==> src/rtl/mdu_seq.sv <==
// Iterative radix-2 multiply/divide sequencer for the execute stage.
// One request at a time: WIDTH shift-add/shift-subtract cycles, one sign-fix
// cycle, then the 2*WIDTH-bit result is held until the consumer takes it.
module mdu_seq #(
   parameter int unsigned WIDTH = 32
) (
   input  logic             clk_i,
   input  logic             n_reset_i,
   input  logic             valid_i,
   output logic             ready_o,
   input  logic [1:0]       op_i,
   input  logic [WIDTH-1:0] rd_i,
   input  logic [WIDTH-1:0] rs_i,
   input  logic             kill_i,
   output logic             valid_o,
   input  logic             yumi_i,
   output logic [WIDTH-1:0] hi_o,
   output logic [WIDTH-1:0] lo_o,
   output logic             busy_o
);

   localparam int unsigned CntW = $clog2(WIDTH) + 1;

   typedef enum logic [1:0] {StIdle, StCalc, StFix, StDone} state_e;

   state_e               state_q;
   logic [CntW-1:0]      cnt_q;
   logic                 is_div_q;
   logic [2*WIDTH-1:0]   acc_q;      // mul: product:multiplier, div: remainder:quotient
   logic [WIDTH-1:0]     opnd_q;     // multiplicand or divisor magnitude
   logic [WIDTH-1:0]     rd_raw_q;   // dividend as presented, for divide-by-zero
   logic                 neg_lo_q;
   logic                 neg_hi_q;
   logic                 div_zero_q;
   logic [WIDTH-1:0]     hi_q;
   logic [WIDTH-1:0]     lo_q;

   // Operand magnitudes and result signs captured at accept
   logic                 sign_a, sign_b;
   logic [WIDTH-1:0]     mag_a, mag_b;

   // One radix-2 step and the sign/special-case fix-up
   logic [WIDTH:0]       mul_sum;
   logic [WIDTH:0]       div_shift;
   logic [WIDTH-1:0]     div_diff;
   logic [WIDTH-1:0]     div_rem;
   logic                 div_ge;
   logic [2*WIDTH-1:0]   step_acc;
   logic [2*WIDTH-1:0]   prod_res;
   logic [WIDTH-1:0]     fix_hi, fix_lo;

   // Decode operand signs and magnitudes of the incoming request
   always_comb begin
      sign_a = op_i[0] & rd_i[WIDTH-1];
      sign_b = op_i[0] & rs_i[WIDTH-1];
      mag_a  = sign_a ? -rd_i : rd_i;
      mag_b  = sign_b ? -rs_i : rs_i;
   end

   // Next accumulator value for one multiply or restoring-divide step
   always_comb begin
      mul_sum   = {1'b0, acc_q[2*WIDTH-1:WIDTH]} + (acc_q[0] ? {1'b0, opnd_q} : '0);
      div_shift = {acc_q[2*WIDTH-1:WIDTH], acc_q[WIDTH-1]};
      div_ge    = div_shift >= {1'b0, opnd_q};
      // When the trial subtract succeeds the true difference fits in WIDTH bits
      div_diff  = div_shift[WIDTH-1:0] - opnd_q;
      div_rem   = div_ge ? div_diff : div_shift[WIDTH-1:0];
      if (is_div_q) begin
         step_acc = {div_rem, acc_q[WIDTH-2:0], div_ge};
      end else begin
         step_acc = {mul_sum, acc_q[WIDTH-1:1]};
      end
   end

   // Apply recorded signs and the divide-by-zero override to the raw result
   always_comb begin
      prod_res = neg_lo_q ? -acc_q : acc_q;
      if (is_div_q) begin
         if (div_zero_q) begin
            fix_lo = '1;
            fix_hi = rd_raw_q;
         end else begin
            fix_lo = neg_lo_q ? -acc_q[WIDTH-1:0] : acc_q[WIDTH-1:0];
            fix_hi = neg_hi_q ? -acc_q[2*WIDTH-1:WIDTH] : acc_q[2*WIDTH-1:WIDTH];
         end
      end else begin
         fix_lo = prod_res[WIDTH-1:0];
         fix_hi = prod_res[2*WIDTH-1:WIDTH];
      end
   end

   // Sequencer FSM and datapath registers; kill has priority over everything
   always_ff @(posedge clk_i or negedge n_reset_i) begin
      if (!n_reset_i) begin
         state_q    <= StIdle;
         cnt_q      <= '0;
         is_div_q   <= 1'b0;
         acc_q      <= '0;
         opnd_q     <= '0;
         rd_raw_q   <= '0;
         neg_lo_q   <= 1'b0;
         neg_hi_q   <= 1'b0;
         div_zero_q <= 1'b0;
         hi_q       <= '0;
         lo_q       <= '0;
      end else if (kill_i) begin
         state_q <= StIdle;
         cnt_q   <= '0;
      end else begin
         unique case (state_q)
            StIdle: begin
               if (valid_i) begin
                  state_q    <= StCalc;
                  cnt_q      <= CntW'(WIDTH);
                  is_div_q   <= op_i[1];
                  acc_q      <= {{WIDTH{1'b0}}, (op_i[1] ? mag_a : mag_b)};
                  opnd_q     <= op_i[1] ? mag_b : mag_a;
                  rd_raw_q   <= rd_i;
                  neg_lo_q   <= sign_a ^ sign_b;
                  neg_hi_q   <= op_i[1] ? sign_a : (sign_a ^ sign_b);
                  div_zero_q <= op_i[1] & (rs_i == '0);
               end
            end
            StCalc: begin
               acc_q <= step_acc;
               cnt_q <= cnt_q - CntW'(1);
               if (cnt_q == CntW'(1)) begin
                  state_q <= StFix;
               end
            end
            StFix: begin
               hi_q    <= fix_hi;
               lo_q    <= fix_lo;
               state_q <= StDone;
            end
            StDone: begin
               if (yumi_i) begin
                  state_q <= StIdle;
               end
            end
            default: state_q <= StIdle;
         endcase
      end
   end

   assign ready_o = (state_q == StIdle);
   assign valid_o = (state_q == StDone);
   assign busy_o  = (state_q == StCalc) || (state_q == StFix);
   assign hi_o    = hi_q;
   assign lo_o    = lo_q;

endmodule
==> config.mk <==
export PLATFORM = sky130hd
export DESIGN_NAME = mdu_seq
export DESIGN_NICKNAME = d
export VERILOG_FILES = /design/src/rtl/mdu_seq.sv
export SDC_FILE = /design/constraint.sdc
export NUM_CORES = 1
export LEC_CHECK = 0
export ABC_CLOCK_PERIOD_IN_PS = 5800
export BUFFER_PORTS_ARGS = -buffer_cell sky130_fd_sc_hd__buf_2
export CORE_MARGIN = 2
export CORE_UTILIZATION = 49
export DETAILED_ROUTE_END_ITERATION = 6
export PLACE_DENSITY = 0.77
export SETUP_SLACK_MARGIN = 0.02
export SLEW_MARGIN = 20
export SYNTH_ARGS = -nofsm -noshare
export SYNTH_HDL_FRONTEND = slang
export SYNTH_SLANG_ARGS = --single-unit
==> constraint.sdc <==
create_clock -name clk_i -period 5.8 [get_ports clk_i]
set_input_delay 0.87 -clock clk_i [delete_from_list [all_inputs] [get_ports clk_i]]
set_output_delay 0.87 -clock clk_i [all_outputs]
set_load 0.01 [all_outputs]
# == Word level (Yosys, flattened, before mapping) ==
# Cells that the tools add are included.
# word_totals
reg_bits,204
input_bits,71
out_inout_bits,67
# op_classes
n_addsub,8
n_lt_le_gt_ge,1
eq_ne,8
mux,25
bitwise_logic,5
reduce_logical,10
# op_table
cell,count
$mux 32,12
$mux 64,3
$neg 32->32,4
$pmux 64 s2,1
$neg 64->64,1
$add 32x32->33,1
$ge 33x32->1,1
$logic_not 32->1,1
$sub 32x32->32,1
$mux 6,2
$pmux 6 s2,1
$reduce_and 3->1,3
$mux 2,4
$pmux 2 s4,1
$eq 6x1->1 const B,1
$ne 3x2->1 const B,2
$sub 6x1->6 const B,1
$eq 2x2->1 const B,2
$reduce_and 2->1,2
$and 1x1->1,3
$ne 3x3->1 const B,1
$reduce_bool 3->1,1
$eq 2x1->1 const B,1
$logic_not 2->1,1
other kinds (6),6

# == Longest topological paths before layout ==
# depth
ltp_word,5
depth_mapped,13

# == Worst setup path after synthesis ==
# No wires, ideal clock.
# synth_timing
path_type,register -> register
start,register acc_q[0]
end,register acc_q[52]
setup_ps,126
t_arrival_ps,3163
setup_slack_ps,2511
stages_incl_launch_ff,13
path_buffers,1
cell_sequence,dfrtp_1 > inv_1 > clkbuf_1 > nor2_1 > ha_1 > a21o_1 > a31o_2 > or3b_2 > o21bai_1 > o31a_1 > xnor2_1 > o22ai_1 > a221o_1
# synth_via
elab_chain_len,4
# synth_rtl
item,line,source
"start, declared",29,logic [2*WIDTH-1:0] acc_q;
"start signal, assigned",116,"acc_q <= {{WIDTH{1'b0}}, (op_i[1] ? mag_a : mag_b)};"
"start signal, assigned",125,acc_q <= step_acc;
$mux 32,62,"mul_sum = {1'b0, acc_q[2*WIDTH-1:WIDTH]} + (acc_q[0] ? {1'b0, opnd_q} : '0);"
$add 32x32->33,62,
$mux 64,68,if (is_div_q) begin
$pmux 64 s2,110,unique case (state_q)
# Every way passes these cells.
# A chain may end at the register's enable or synchronous reset.

# == Worst setup path in the final report ==
# layout_timing
start,register acc_q[0]
end,register acc_q[63]
# Same word-level chain as after synthesis.

==> results.txt <==
After clock tree synthesis, the clock-pin slew on the worst setup and hold paths is 0.06 ns. The Yosys warning count is 0. The layout cell share with drive strength beyond 1 came out at 14.2%. The most used standard cell by instance count after synthesis is sky130_fd_sc_hd__a21oi_1.

The worst setup path is captured at a register. The detailed-route vias per instance came out at 6.30. The core utilization of the finished layout is 55.1%. The path category of the worst min-delay check is in -> async.

Setup repair after global routing left no endpoint under its margin. The final setup violation count came out at 0. The worst stage delay on the critical path came out at 0.75 ns.

The worst-case clock buffer depth came out at 3. From synthesis to final layout, the design area changed by 10.4%. Together, buffers and inverters on the worst path number 1. In the final timing run, aggregate negative setup slack is 0 ns. Data on the critical path arrives at its endpoint at 4.65 ns. The floorplan die width came out at between 150 and 200 um. The count of unresolved DRC violations after routing is 0. Dividing the detail-routed wire length by the instance count gives 21.0 um. The H-tree level count came out at 1.

The transition time at the pin with the least slew margin is between 1 and 1.5 ns. The number of instances in the synthesized netlist came out at about 2100. The cell area that synthesis handed to floorplanning was 16800 um^2. Of the post-synthesis cell area, the dominant cell type holds a little under a third.

The highest fanout seen on the critical path came out at 19. The number of endpoints with negative hold slack in the final report came out at 0. Data on the critical path is required at its endpoint by 6.26 ns. The proportion of synthesized chip area in sequential cells came out at between 30% and 40%. The initial core utilization is 49.9%.

The dominant register cell in the synthesized netlist is sky130_fd_sc_hd__dfrtp_1. The maximum operating frequency came out at 0.238 GHz. In the global route stage, overall resource usage came out at 29.6%. The cell family with the largest share of critical-path delay is compound AO/OA/AOI/OAI gates. The tool flagged a number of max-cap violations equal to 0. The tightest hold path in the finished design has a slack of roughly 0.35 ns. The cell count after placement came out at 2554. The first global-routing pass estimated between 80000 and 90000 um of wire.

The count of nets left with antenna violations once routing finished came out at 0. The clock root buffer master is sky130_fd_sc_hd__clkbuf_16. The final net count is between 2000 and 2500. In the synthesized netlist, the cells that appear most often are sky130_fd_sc_hd__a21oi_1 (210), sky130_fd_sc_hd__dfrtp_1 (204), sky130_fd_sc_hd__nand2_1 (200). The pre-antenna-repair detailed-routing pass consisted of 5 iterations. The die covers 35800 um^2.

The number of nets in the synthesized netlist came out at 2234. Detailed placement finished with a half-perimeter wire length of 41100 um. The mean instance size in the synthesized netlist came out at 8.06 um^2. The share of synthesized flip-flops with an asynchronous set or reset came out at 100%.

The floorplan step set the die height to 189 um. The core region area came out at 33700 um^2. Gates resized during post-CTS repair numbered 0. The count of input and output buffers is 137. The via count of the first global-routing pass came to between 15000 and 20000. Traced cell by cell, the critical path runs through inv_1, nor2_1, ha_1, o21ai_0, a2111oi_0, o211ai_1, nand3_1, a21oi_1, or3b_1, a221o_1, o21ai_1. The critical path is of the reg -> reg type. The worst setup path startpoint is acc_q[0]. The non-filler instance count after layout came out at between 2000 and 3000. TritonCTS built the clock tree. The netlist uses 85 different library cells. The total wirelength of the detailed-routed design came out at between 50000 and 60000 um. The via count of the routed design is approximately 16000. The clock sink count is 204.

The number of DRC markers in iteration 0 is 1584. The type of element launching the critical path is a register. The post-CTS repair timing setup buffer count is 0. The maximum number of pins on one net before global-route repair came out at 78. The worst clock skew is between 0.01 and 0.015 ns.

The leakage component of the power came out at 8.18 nW. The time the worst path needs with I/O delays and setup came out at 4.20 ns. The number of rows in the core area is 67. The last weighted congestion value of the routability-driven placer is 0.986. The number of enable flip-flop cells after synthesis is 0. The final number of max-transition violations is 0.

The total overflow left after global routing is 0. The flow ran to the end, and the final reports show no timing, DRC or antenna violations. The filler cell count in the final layout is 3123. The fraction of the cycle the final worst path needs came out at 72.4%. The number of buffers inserted by hold repair at cts is 0. The worst max-slew margin expressed relative to the limit is 26.0%. The clock buffer count from CTS came out at 24. about 140 I/O pins were placed. Among all stages on the critical path, the largest delay is contributed by sky130_fd_sc_hd__a2111oi_0. The areal power density over the cells came out at 628 nW/um^2. The largest total area in the synthesized netlist belongs to sky130_fd_sc_hd__dfrtp_1. The reg-to-reg startpoint is acc_q[0]. The initial antenna violation count came out at 3. The largest vdd supply drop is 366 uV. The later-pin clock latency in the skew report is 0.53 ns.

The synthesized flop and latch total came out at between 200 and 250. Yosys attributes the largest share of cell area to sky130_fd_sc_hd__dfrtp_1 (30%), sky130_fd_sc_hd__a21oi_1 (6.2%), sky130_fd_sc_hd__o21ai_0 (5.8%).
==> cells by family (layout without fill, tap and decap cells) <==
family	Yosys count	count (layout)	synth area share [%]
compound gates	658	658	23.9
xor+xnor	195	195	10.2
fa+ha+maj	76	76	5.74
buf+inv	219	281	4.93
flops	204	204	30.3
mux	114	114	7.24
other cells	0	3	0
simple gates	621	621	17.7
==> power breakdown <==
part | switching, W | leakage, nW | internal, W
Combinational | 0.00440 | 5.24 | 0.00276
Sequential | 0.000840 | 2.54 | 0.00208
Clock | 0.000642 | 0.396 | 0.000945
==> sequential cells by signal, indices dropped and copies added, names as in the netlist <==
name	flops
acc_q	64
cnt_q	6
div_zero_q	1
hi_o	32
is_div_q	1
lo_o	32
neg_hi_q	1
neg_lo_q	1
opnd_q	32
rd_raw_q	32
state_q	2
==> placed cells by master (no fill, tap or decap), types with 13 or more instances in the layout <==
| cell type | synthesis | layout |
|---|---|---|
| sky130_fd_sc_hd__a21o_1 | 36 | 36 |
| sky130_fd_sc_hd__nor3_1 | 39 | 39 |
| sky130_fd_sc_hd__nand3_1 | 32 | 32 |
| sky130_fd_sc_hd__mux2i_1 | 52 | 52 |
| sky130_fd_sc_hd__o31ai_1 | 27 | 27 |
| sky130_fd_sc_hd__o211ai_1 | 13 | 13 |
| sky130_fd_sc_hd__nand4_1 | 19 | 19 |
| sky130_fd_sc_hd__inv_1 | 78 | 78 |
| sky130_fd_sc_hd__ha_1 | 74 | 73 |
| sky130_fd_sc_hd__a31oi_1 | 20 | 20 |
| sky130_fd_sc_hd__buf_2 | 5 | 136 |
| sky130_fd_sc_hd__a211oi_1 | 28 | 28 |
| sky130_fd_sc_hd__nand2_1 | 200 | 200 |
| sky130_fd_sc_hd__a21oi_1 | 210 | 209 |
| sky130_fd_sc_hd__a22oi_1 | 17 | 17 |
| sky130_fd_sc_hd__nor2_1 | 194 | 194 |
| sky130_fd_sc_hd__dfrtp_1 | 204 | 201 |
| sky130_fd_sc_hd__clkbuf_16 | 0 | 25 |
| sky130_fd_sc_hd__xnor2_1 | 105 | 105 |
| sky130_fd_sc_hd__mux2_2 | 62 | 62 |
| sky130_fd_sc_hd__o21ai_0 | 195 | 195 |
| sky130_fd_sc_hd__or3_1 | 24 | 24 |
| sky130_fd_sc_hd__nand2b_1 | 17 | 16 |
| sky130_fd_sc_hd__xor2_1 | 90 | 90 |
| sky130_fd_sc_hd__buf_4 | 0 | 22 |
==> cell type report <==
type	count	area [um^2]	area share (%)
Clock inverter	13	151	0.815
Multi-Input combinational cell	1664	10900	58.8
Inverter	79	297	1.60
Timing Repair Buffer	159	860	4.63
Antenna cell	3	7.51	0.0404
Sequential cell	204	5110	27.5
Tap cell	448	561	3.02
Clock buffer	30	664	3.58
==> through the flow <==
| stage | total power, W | setup WS (ns) | area [um^2] |
|---|---|---|---|
| floorplan | 0.00785 | 2.51 | 16800 |
| global placement | 0.00971 | 1.84 | 17700 |
| detailed placement | 0.00986 | 1.71 | 17700 |
| CTS | 0.0115 | 1.66 | 18600 |
| global route | 0.0124 | 1.40 | 18600 |
| finish | 0.0117 | 1.60 | 18600 |
==> worst reg2reg max path, cell delays in order, from the launching register on <==
cell and delay (ns):
sky130_fd_sc_hd__dfrtp_1 0.44, sky130_fd_sc_hd__inv_1 0.71, sky130_fd_sc_hd__nor2_1 0.14, sky130_fd_sc_hd__ha_1 0.40
sky130_fd_sc_hd__o21ai_0 0.16, sky130_fd_sc_hd__a2111oi_0 0.75, sky130_fd_sc_hd__o211ai_1 0.28, sky130_fd_sc_hd__nand3_1 0.21
sky130_fd_sc_hd__a21oi_1 0.15, sky130_fd_sc_hd__or3b_1 0.41, sky130_fd_sc_hd__a221o_1 0.35, sky130_fd_sc_hd__o21ai_1 0.14
==> final timing paths <==
| path | endpoint | slack, ns | depth (start not counted) |
|---|---|---|---|
| max reg2reg | acc_q[63] | 1.60 | 11 |
| min reg2reg | hi_o[16] | 0.47 | 2 |
| max | acc_q[63] | 1.60 | 11 |
| max in group asynchronous | acc_q[44] | 4.05 | 2 |
| min in group clk_i | hi_o[16] | 0.47 | 2 |
| min | acc_q[27] | 0.35 | 1 |
==> routing by layer <==
metal / GRT usage (%) / up-vias / routed length [um]
met5: 0 / - / 0
met4: 11.5 / 0 / 2410
met3: 5.65 / 133 / 4550
met2: 47.8 / 758 / 24900
met1: 39.2 / 7913 / 22900
li1: - / 7578 / -
Power figures use the tool's default switching activity.
